===== config.mk =====
export PLATFORM = sky130hd
export DESIGN_NAME = key_conditioner
export DESIGN_NICKNAME = d
export VERILOG_FILES = /design/src/rtl/key_conditioner.sv
export SDC_FILE = /design/constraint.sdc
export NUM_CORES = 1
export LEC_CHECK = 0
export ABC_AREA = 1
export BUFFER_PORTS_ARGS = -buffer_cell sky130_fd_sc_hd__buf_2
export CAP_MARGIN = 20
export CORE_ASPECT_RATIO = 1.5
export CORE_UTILIZATION = 58
export CTS_BUF_LIST = sky130_fd_sc_hd__clkbuf_4
export CTS_CLUSTER_DIAMETER = 100
export DETAILED_ROUTE_END_ITERATION = 10
export PLACE_DENSITY = 0.82
export SLEW_MARGIN = 0
export SYNTH_ARGS = -nofsm -noshare
export SYNTH_HDL_FRONTEND = slang
export SYNTH_SLANG_ARGS = --single-unit

===== constraint.sdc =====
create_clock -name CLOCK_50 -period 12.85 [get_ports CLOCK_50]
set_input_delay 3.855 -clock CLOCK_50 [delete_from_list [all_inputs] [get_ports CLOCK_50]]
set_output_delay 3.855 -clock CLOCK_50 [all_outputs]
set_load 0.05 [all_outputs]

===== src/rtl/key_conditioner.sv =====
// Pushbutton conditioner: per-key synchronizer, debounce FSM, press/release
// pulses and hold-to-repeat pulse generation.
module key_conditioner #(
  parameter int unsigned N_KEYS      = 4,
  parameter int unsigned DB_CYCLES   = 1000000,
  parameter int unsigned HOLD_CYCLES = 25000000,
  parameter int unsigned RPT_CYCLES  = 5000000
) (
  input  logic              CLOCK_50,
  input  logic              Reset,
  input  logic [N_KEYS-1:0] KEY,
  output logic [N_KEYS-1:0] Pressed,
  output logic [N_KEYS-1:0] KeyPress,
  output logic [N_KEYS-1:0] KeyRelease,
  output logic [N_KEYS-1:0] KeyRepeat
);

  localparam int unsigned CW = 25;
  localparam logic [CW-1:0] DB_LAST  = CW'(DB_CYCLES - 1);
  localparam logic [CW-1:0] HOLD_TGT = CW'(HOLD_CYCLES);
  // Reload value puts the next repeat exactly RPT_CYCLES after the previous one;
  // a repeat period longer than the hold time is clamped to the fastest legal reload.
  localparam logic [CW-1:0] RELOAD   =
    CW'((RPT_CYCLES <= HOLD_CYCLES) ? (HOLD_CYCLES - RPT_CYCLES + 1) : 1);
  localparam logic [CW-1:0] CNT_MAX  = '1;

  typedef enum logic [1:0] {
    IDLE       = 2'd0,
    DB_PRESS   = 2'd1,
    DOWN       = 2'd2,
    DB_RELEASE = 2'd3
  } state_t;

  for (genvar i = 0; i < int'(N_KEYS); i++) begin : g_key
    logic [1:0]    sync;
    logic          s;
    state_t        state, state_n;
    logic [CW-1:0] dcnt, dcnt_n, hcnt, hcnt_n, hadv;
    logic          pressed_q, press_q, release_q, repeat_q;
    logic          pressed_n, press_n, release_n, repeat_n;

    assign s = ~sync[1];

    // State, counters, synchronizer and registered outputs
    always_ff @(posedge CLOCK_50 or posedge Reset) begin
      if (Reset) begin
        sync      <= 2'b11;
        state     <= IDLE;
        dcnt      <= '0;
        hcnt      <= '0;
        pressed_q <= 1'b0;
        press_q   <= 1'b0;
        release_q <= 1'b0;
        repeat_q  <= 1'b0;
      end else begin
        sync      <= {sync[0], KEY[i]};
        state     <= state_n;
        dcnt      <= dcnt_n;
        hcnt      <= hcnt_n;
        pressed_q <= pressed_n;
        press_q   <= press_n;
        release_q <= release_n;
        repeat_q  <= repeat_n;
      end
    end

    // Next-state, counter update and output decode
    always_comb begin
      state_n = state;
      dcnt_n  = dcnt;
      hcnt_n  = hcnt;
      hadv    = (hcnt == HOLD_TGT) ? RELOAD :
                (hcnt == CNT_MAX)  ? hcnt : hcnt + CW'(1);

      unique case (state)
        IDLE: begin
          if (s) begin
            state_n = DB_PRESS;
            dcnt_n  = '0;
          end
        end
        DB_PRESS: begin
          if (!s) begin
            state_n = IDLE;
          end else if (dcnt == DB_LAST) begin
            state_n = DOWN;
            hcnt_n  = '0;
          end else begin
            dcnt_n = dcnt + CW'(1);
          end
        end
        DOWN: begin
          hcnt_n = hadv;
          if (!s) begin
            state_n = DB_RELEASE;
            dcnt_n  = '0;
          end
        end
        DB_RELEASE: begin
          hcnt_n = hadv;
          if (s) begin
            state_n = DOWN;
          end else if (dcnt == DB_LAST) begin
            state_n = IDLE;
            hcnt_n  = '0;
          end else begin
            dcnt_n = dcnt + CW'(1);
          end
        end
        default: state_n = IDLE;
      endcase

      pressed_n = (state_n == DOWN) || (state_n == DB_RELEASE);
      press_n   = (state == DB_PRESS) && (state_n == DOWN);
      release_n = (state == DB_RELEASE) && (state_n == IDLE);
      // Repeat only while still held; a release in the same cycle wins
      repeat_n  = ((state == DOWN) || (state == DB_RELEASE)) &&
                  (state_n != IDLE) && (hcnt_n == HOLD_TGT);
    end

    assign Pressed[i]    = pressed_q;
    assign KeyPress[i]   = press_q;
    assign KeyRelease[i] = release_q;
    assign KeyRepeat[i]  = repeat_q;
  end

endmodule


==> flow_metrics.env <==
export IMPL_outcome="finished clean"
export IMPL_period_minus_slack_ns=5.69
export IMPL_grt_max_degree=97
export IMPL_clock_sinks=230
export IMPL_n_fill_cell=2498
export IMPL_p_seq_frac=0.511
export IMPL_required_ns=8.99
export IMPL_syn_inst=2295
export IMPL_muxShareOfSynthArea=0
export IMPL_pwr_density_cell_nw_per_um2=88.9
export IMPL_seq_area_frac_synth=0.366
export IMPL_synth_edf_count=0
export IMPL_die_area_sq_um=27800
export IMPL_fin_nets=2337
export IMPL_worstHoldPathType="flop to flop"
export IMPL_synth_top_family_by_area="simple AND/OR/NAND/NOR gates"
export IMPL_crit_arrival_ns=1.83
export IMPL_synthXorXnorAreaFrac=0.0367
export IMPL_seqCellArea_sq_um=5770
export IMPL_yosysWarnings=0
export IMPL_pwr_share_clk=0.435
export IMPL_maxCapViolCount=0
export IMPL_tns_ns=0
export IMPL_combPwrFrac=0.054
export IMPL_clock_path_buffers=3
export IMPL_multi_input_area_sq_um=8440
export IMPL_grt_pass1_wl_microns=69500
export IMPL_rows=73
export IMPL_overflow=0
export IMPL_vias_per_cell=5.65
export IMPL_drc=0
export IMPL_clk_latency_ns=0.74
export IMPL_place_ws_ns=7.33
export IMPL_post_cts_buffers=0
export IMPL_critPathMaxFanout=16
export IMPL_worst_path_buf_inv=1
export IMPL_post_cts_resized=0
export IMPL_p_leak_nw=7.57
export IMPL_switching_share=0.259
export IMPL_finalCritPeriodShare=0.442
export IMPL_synth_compound_area_frac=0.0915
export IMPL_hold_violations=0
export IMPL_setup_ws_ns=7.16
export IMPL_drive_above_1_share=0.112
export IMPL_die_h_microns=204
export IMPL_power_internal_w=0.00110
export IMPL_slowest_stage="dfrtp_1"
export IMPL_syn_to_final_growth_pct=5.88
export IMPL_synth_fa_ha_area_frac=0.00954
export IMPL_fin_skew_ns=0.0521
export IMPL_worstSetupEndpointType="primary output"
export IMPL_clk_pin_slew_ns=0.07
export IMPL_hpwl_microns=30500
export IMPL_relSlewSlack=0.375
export IMPL_cts_buffers=55
export IMPL_start_kind="flop"
export IMPL_tightest_slew_ns=0.937
export IMPL_final_cell_mix="nand2_1, nor2_1, inv_1, dfrtp_1, nand3_1"
export IMPL_synth_nets=2313
export IMPL_setup_viol=0
export IMPL_ys_flop_type="dfrtp_1"
export IMPL_async_flop_share=1.00
export IMPL_final_common_cell="nand2_1"
export IMPL_syn_cell_area_sq_um=15700
export IMPL_crit_chain="buf_2"
export IMPL_postLayoutCoreUtil=0.627
export IMPL_hold_buffers=0
export IMPL_antenna_found_initial=2
export IMPL_design_portCount=22
export IMPL_drt_wl_total_microns=41200
export IMPL_routedWlPerCell_microns=15.2
export IMPL_port_buffers=21
export IMPL_crit_family="flip-flops"
export IMPL_start_util=0.592
export IMPL_grt_pass1_vias=15005
export IMPL_syn_avg_cell_area_sq_um=6.86
export IMPL_routabilityCongestion=1.03
export IMPL_grt_usage=0.312
export IMPL_vias=15266
export IMPL_cpPeakStageDelay_ns=0.74
export IMPL_drtIter0Drc=1015
export IMPL_htreeDepth=2
export IMPL_fmax_mhz=176
export IMPL_cts_root_buf="clkbuf_4"
export IMPL_slew_viol_final=0
export IMPL_path_class="flop to primary output"
export IMPL_cts_tree="done"
export IMPL_yosys_area_share_simple=0.399
export IMPL_synth_seq_cells=230
export IMPL_drtAntennaViolNets=0
export IMPL_fp_dieW_microns=136
export IMPL_yosysUniqueCellTypes=59
export IMPL_rsz0062_at_grt="false"
export IMPL_peakVddDrop_v=0.0000723
export IMPL_drtPass1Iterations=6
export IMPL_p_sw_w=0.000384
export IMPL_core_area_sq_um=26600
[Yosys cell counts (2+ instances only)]
cell type | count | area [sq um]
xor2_1 | 56 | 490
dfrtp_1 | 222 | 5560
nor2_4 | 11 | 124
o21ai_2 | 7 | 61.3
o21ai_1 | 12 | 60.1
a31oi_1 | 12 | 75.1
o21ai_0 | 95 | 475
buf_6 | 8 | 90.1
inv_1 | 278 | 1040
a211oi_1 | 3 | 22.5
a21oi_1 | 76 | 380
clkbuf_1 | 6 | 22.5
clkinv_1 | 2 | 7.51
dfstp_2 | 8 | 210
nor3_1 | 88 | 440
nand3_4 | 3 | 52.6
nand3b_1 | 3 | 22.5
o31ai_1 | 20 | 150
nand2_1 | 576 | 2160
a21oi_2 | 2 | 17.5
nor3b_1 | 9 | 67.6
nor2_8 | 2 | 40.0
nand4_1 | 66 | 413
clkinv_2 | 2 | 10.0
or2_2 | 3 | 18.8
nor2_1 | 334 | 1250
nor4_1 | 19 | 119
nand2_4 | 10 | 113
nand3_1 | 173 | 866
inv_2 | 20 | 75.1
nand2_2 | 23 | 144
nor3_2 | 2 | 20.0
ha_1 | 12 | 150
o22ai_1 | 8 | 50.1
buf_2 | 16 | 80.1
o21a_1 | 6 | 45.0
and2_1 | 2 | 12.5
or2_1 | 2 | 12.5
xnor2_1 | 10 | 87.6
buf_4 | 23 | 173
nor2_2 | 34 | 213
o211ai_1 | 3 | 22.5
nand3_2 | 12 | 120
[registers in the layout, summed over array words and instances, names as in the netlist]
name / flops
g_key.repeat_q: 4
g_key.pressed_q: 4
g_key.press_q: 4
g_key.state: 6
g_key.sync: 8
g_key.hcnt: 100
g_key.dcnt: 100
g_key.release_q: 4
[layout make-up]
class | instances | share of cell area
timing repair buffer | 23 | 0.00721
sequential | 230 | 0.346
clock inverter | 12 | 0.00451
antenna | 2 | 0.000300
inverter | 303 | 0.0690
clock buffer | 91 | 0.0410
multi-input combinational | 1706 | 0.507
tap | 337 | 0.0253
[routing by layer]
metal	wire, microns	GRT usage	vias up
met4	2230	0.184	0
li1	-	-	7505
met2	20800	0.544	514
met3	2100	0.0467	175
met5	0	0	-
met1	16100	0.356	7072
[logic make-up (layout without fill, tap and decap cells)]
logic type               count (synthesis)  in the layout
AO/OA/AOI/OAI                          252            252
XOR/XNOR                                66             66
adder cells (fa/ha/maj)                 12             12
buffers and inverters                  359            429
flip-flops                             230            230
other                                    0              2
AND/OR/NAND/NOR                       1376           1376
[worst paths after layout]
check | from | end | slack, ns | cells after the start
setup reg to reg | g_key[3].hcnt[0]$_DFF_PP0_ | g_key[3].repeat_q$_DFF_PP0_ | 9.84 | 17
setup / recovery | g_key[0].pressed_q$_DFF_PP0_ | Pressed[0] | 7.16 | 1
max in group asynchronous | Reset | g_key[2].dcnt[8]$_DFFE_PP0P_ | 8.20 | 3
hold / removal | g_key[1].sync[0]$_DFF_PP1_ | g_key[1].sync[1]$_DFF_PP1_ | 0.36 | 0
min in group asynchronous | Reset | g_key[3].hcnt[9]$_DFF_PP0_ | 3.25 | 2
hold reg to reg | g_key[1].sync[0]$_DFF_PP1_ | g_key[1].sync[1]$_DFF_PP1_ | 0.36 | 0
[power groups by stage]
stage	logic [W]	clock network, W	registers [W]
final	0.0000800	0.000645	0.000756
after global routing	0.0000920	0.000703	0.000758
after CTS	0.0000805	0.000665	0.000756
after global placement	0.0000778	0	0.000769
after detailed placement	0.0000801	0	0.000769
after floorplan	0.0000639	0	0.000763
[through the flow]
stage	instances	cell area, sq um	power [W]	hold slack (ns)
after floorplan	2295	15700	0.000827	0.345
after global placement	2599	15900	0.000847	0.345
after detailed placement	2599	15900	0.000850	0.349
after CTS	2702	16700	0.00150	0.358
after global routing	2704	16700	0.00155	0.360
final	2704	16700	0.00148	0.358
(Power assumes the default switching activity.)
